**src/rtl/regfile16.sv**
```systemverilog
// Sixteen-entry register bank: one write port, two combinational read ports, and a valid/ready dump sequencer.
// Optional build macro REG0_ZERO_EN hardwires r0 to zero; writes to index 0 are then discarded.
module regfile16 #(
    parameter int                 WIDTH     = 16,
    parameter logic [WIDTH-1:0]   RESET_VAL = 16'h0000
) (
    input  logic              clk,
    input  logic              rst,
    input  logic              wr_en,
    input  logic [3:0]        wr_sel,
    input  logic [WIDTH-1:0]  wr_data,
    input  logic [3:0]        rd_sel1,
    input  logic [3:0]        rd_sel2,
    output logic [WIDTH-1:0]  Out1,
    output logic [WIDTH-1:0]  Out2,
    input  logic              dump_req,
    input  logic              dump_ready,
    output logic              dump_valid,
    output logic [3:0]        dump_idx,
    output logic [WIDTH-1:0]  dump_data,
    output logic              dump_busy,
    output logic              dump_done
);

    typedef enum logic [1:0] {
        S_IDLE = 2'd0,
        S_DUMP = 2'd1,
        S_DONE = 2'd2
    } state_t;

    logic [WIDTH-1:0] r_regs [16];
    logic [WIDTH-1:0] w_view [16];
    logic             w_wr_allow;
    state_t           r_state;
    state_t           w_state_nxt;
    logic [3:0]       r_dump_idx;
    logic             w_last_beat;

`ifdef REG0_ZERO_EN
    assign w_wr_allow = (wr_sel != 4'd0);
`else
    assign w_wr_allow = 1'b1;
`endif

    // Register storage: reset to RESET_VAL, one write per clock.
    always_ff @(posedge clk or posedge rst) begin
        if (rst) begin
            for (int i = 0; i < 16; i++) begin
                r_regs[i] <= RESET_VAL;
            end
        end else if (wr_en && w_wr_allow) begin
            r_regs[wr_sel] <= wr_data;
        end else begin
            r_regs <= r_regs;
        end
    end

    // Architectural view of the bank; index 0 is forced to zero when r0 is hardwired.
    always_comb begin
        w_view = r_regs;
`ifdef REG0_ZERO_EN
        w_view[0] = {WIDTH{1'b0}};
`endif
    end

    assign Out1      = w_view[rd_sel1];
    assign Out2      = w_view[rd_sel2];
    assign dump_data = w_view[r_dump_idx];
    assign dump_idx  = r_dump_idx;

    assign w_last_beat = dump_ready && (r_dump_idx == 4'd15);

    // Dump sequencer state register.
    always_ff @(posedge clk or posedge rst) begin
        if (rst) begin
            r_state <= S_IDLE;
        end else begin
            r_state <= w_state_nxt;
        end
    end

    // Dump sequencer next-state logic.
    always_comb begin
        w_state_nxt = r_state;
        case (r_state)
            S_IDLE: begin
                if (dump_req) begin
                    w_state_nxt = S_DUMP;
                end else begin
                    w_state_nxt = S_IDLE;
                end
            end
            S_DUMP: begin
                if (w_last_beat) begin
                    w_state_nxt = S_DONE;
                end else begin
                    w_state_nxt = S_DUMP;
                end
            end
            S_DONE:  w_state_nxt = S_IDLE;
            default: w_state_nxt = S_IDLE;
        endcase
    end

    // Beat index: cleared when a dump starts, advanced on each accepted beat except the last.
    always_ff @(posedge clk or posedge rst) begin
        if (rst) begin
            r_dump_idx <= 4'd0;
        end else if ((r_state == S_IDLE) && dump_req) begin
            r_dump_idx <= 4'd0;
        end else if ((r_state == S_DUMP) && dump_ready && (r_dump_idx != 4'd15)) begin
            r_dump_idx <= r_dump_idx + 4'd1;
        end else begin
            r_dump_idx <= r_dump_idx;
        end
    end

    // Dump sequencer outputs decoded from the current state.
    always_comb begin
        dump_valid = 1'b0;
        dump_busy  = 1'b0;
        dump_done  = 1'b0;
        case (r_state)
            S_IDLE: begin
                dump_valid = 1'b0;
                dump_busy  = 1'b0;
            end
            S_DUMP: begin
                dump_valid = 1'b1;
                dump_busy  = 1'b1;
            end
            S_DONE: begin
                dump_busy  = 1'b1;
                dump_done  = 1'b1;
            end
            default: begin
                dump_valid = 1'b0;
                dump_busy  = 1'b0;
                dump_done  = 1'b0;
            end
        endcase
    end

endmodule
```
**config.mk**
```make
export PLATFORM = sky130hd
export DESIGN_NAME = regfile16
export DESIGN_NICKNAME = d
export VERILOG_FILES = /design/src/rtl/regfile16.sv
export SDC_FILE = /design/constraint.sdc
export NUM_CORES = 1
export LEC_CHECK = 0
export ABC_AREA = 1
export BUFFER_PORTS_ARGS = -buffer_cell sky130_fd_sc_hd__buf_2
export CAP_MARGIN = 20
export CELL_PAD_IN_SITES_DETAIL_PLACEMENT = 1
export CELL_PAD_IN_SITES_GLOBAL_PLACEMENT = 2
export CORE_MARGIN = 5
export CORE_UTILIZATION = 31
export CTS_CLUSTER_SIZE = 16
export DETAILED_ROUTE_END_ITERATION = 8
export GPL_ROUTABILITY_DRIVEN = 0
export PLACE_DENSITY = 0.78
export SLEW_MARGIN = 20
export SYNTH_ARGS = -nofsm -noshare
export SYNTH_HDL_FRONTEND = slang
export SYNTH_SLANG_ARGS = --single-unit
```
**constraint.sdc**
```tcl
create_clock -name clk -period 8.5 [get_ports clk]
set_clock_uncertainty 0.2 [all_clocks]
set_input_delay 1.275 -clock clk [delete_from_list [all_inputs] [get_ports clk]]
set_output_delay 1.275 -clock clk [all_outputs]
set_load 0.1 [all_outputs]
```
==> impl_results.md <==
- Mapped Nets: 2,910
- First-pass GRT wire length: 127 mm
- Avg Synthesized Cell Area: 6.16 µm²
- Post-CTS Setup Bufs: 0
- CP peak stage delay: 0.90 ns
- CP Cell Sequence: inv_4 > buf_4 > nand2_1 > nand3_1 > nand2_1 > nand2_1 > nand2_1 > inv_1 > nand2_1 > buf_2
- CP Data Arrival Time: 4.13 ns
- Drt drc: 0
- # rows: 87
- Synth cell types: 20
- NumNets Final: 2,862
- Cells after Synth: 2,873
- Sequential share of the synthesized area: 0.370
- CTS sink count: 262
- CP max stage cell: buf_4
- Yosys warning total: 0
- Via Count: 19,582
- RSZ-0062 raised after global routing: false
- Final setup TNS: 0 ns
- Total Routing Usage GR: 0.265
- Crit end category: primary output
- Worst-Margin Slew: 1.16 ns
- Inst Count DP: 3,542
- Routed wire length per instance: 23.6 µm
- Final worst path period need: 5.60 ns
- # IOs: 88
- Fmax: 179 MHz
- Fin util: 0.348
- CTS tree: yes
- Die W: 249 µm
- R2R cell count: 4
- Number of flops mapped to enable cells by yosys: 0
- Most used cell, CP: nand2_1
- Layout cells sized above 1: 0.0699
- Fin crit share: 0.659
- Cell Area, Synth: 17,700 µm²
- Total gr overflow: 0
- Post-DRT Antenna Nets: 0
- Worst-Skew Late Latency: 0.54 ns
- Outcome: finished clean
- Cts hold-fix bufs: 0
- DP Wirelength: 48.9 mm
- Synth area leader: dfrtp_1
- Pwr dens: 324 nW/µm²
- Setup violations, final: 0
- Most numerous cell in the Yosys netlist: nand2_1
- Synth Flop Type: dfrtp_1
- Inserted Clock Buffers: 35
- Largest net degree at the start of global routing: 84
- Clk slew on worst S/H paths: 0.06 ns
- Max transition margin: 0.227
- Vias in the first global route: 19,848
- Yosys reg bits: 262
- CP Depth: 10
- First drt pass iteration count: 6
- Commonest cells post-synth: 1,173 x nand2_1, 632 x nand3_1, 306 x inv_1
- Area growth syn-to-layout: 11.0%
- Buf+Inv Stages, Crit Path: 4
- Post-cts repair resize count: 0
- Lkg Pwr: 0.0104 µW
- Max_cap viols: 0
- Starting density of the core: 0.313
- Core footprint: 56,500 µm²
- Crit Path Max Fanout: 72
- Clock buffer depth: 3
- Max VDD drop: 0.241 mV
- Async SR Flop Fraction: 1.00
- Synth top area cells: dfrtp_1 37%, nand2_1 25%, nand3_1 18%, o21ai_0 6.8%, inv_1 6.5%
- Root Driver: clkbuf_16
- Hold Path Class: reg2reg
- Die height: 249 µm
- Synth top area share: 0.370
- Fin cells: 3,604
- Die area: 62,000 µm²
- N_diodes: 0
- Cells on Worst Hold Path: 2
- Crit path kind: reg2out
- Delay-heaviest family, CP: buffers and inverters
- Drt total wl: 84.9 mm
- CP Launch Type: flop
- Port Buffers: 87
- Required time at the worst-slack endpoint: 7.03 ns
- Initial antenna violation count: 2
- Avg Vias per Cell: 5.43
- Final hold viol count: 0
- H-tree levels: 2
- DR iter-0 viols: 1,832
- Max Slew Vio Count: 0
==> per-layer routing <==
layer,GRT usage,part of all wire,up-vias
li1,-,-,8948
met1,0.368,0.45,9733
met2,0.410,0.44,748
met3,0.0609,0.082,151
met4,0.0847,0.035,2
met5,0,0.00021,-
==> cell type report <==
type                    count  area, µm²
repair buffers            129        781
multi-input cells        2084       9030
clock inverters             7       85.1
clock buffers              53       1060
inverters                 313       1190
flip-flops and latches    262       6560
fillers                  7369      36800
well taps                 756        946
==> placed cells by master (no fill, tap or decap), drive strengths merged <==
| cell type | n |
|---|---|
| buf | 129 |
| bufinv | 2 |
| clkbuf | 53 |
| clkinv | 7 |
| clkinvlp | 1 |
| dfrtp | 262 |
| ha | 4 |
| inv | 310 |
| nand2 | 1173 |
| nand3 | 632 |
| nor2 | 9 |
| nor3 | 4 |
| o21ai | 261 |
| xor2 | 1 |
==> sequential cells by signal (all words and copies together), names as in the netlist <==
name	cells
r_regs	256
dump_idx	4
r_state	2
==> power breakdown <==
part           internal, µW  switching, µW  total [µW]
logic                   682           2450        3130
registers              1510            214        1730
clock network           913            603        1520
total                  3110           3260        6370
==> through the flow <==
stage	area [µm²]	power (µW)	hold WS, ns	setup slack, ns
after floorplan	17700	3980	0.253	3.57
after global placement	18500	4770	0.266	2.66
after detailed placement	18500	4850	0.273	2.73
after CTS	19600	6390	0.287	2.73
after global routing	19700	6730	0.309	2.75
final	19700	6370	0.284	2.90
==> worst min-delay path, stage by stage, from the launching register on <==
cell and delay (ns):
dfrtp_1 0.34, nand2_1 0.05, o21ai_0 0.06
==> worst paths after layout <==
kind | end | from | slack, ns
setup / recovery | dump_data[10] | dump_idx[0] | 2.90
hold / removal | r_regs[99] | r_regs[99] | 0.28
setup reg to reg | dump_idx[2] | dump_idx[2] | 5.95
hold reg to reg | r_regs[99] | r_regs[99] | 0.28
max in group asynchronous | dump_idx[0] | rst | 5.61
min in group asynchronous | r_regs[67] | rst | 0.81
==> cells by family after synthesis <==
logic type               after synthesis  share of synthesized area
flip-flops                           262                      0.370
AO/OA/AOI/OAI                        261                     0.0738
adder cells (fa/ha/maj)                4                    0.00283
buffers and inverters                527                      0.120
AND/OR/NAND/NOR                     1818                      0.432
XOR/XNOR                               1                   0.000495
Note: power is estimated with default switching activity, not from simulation.
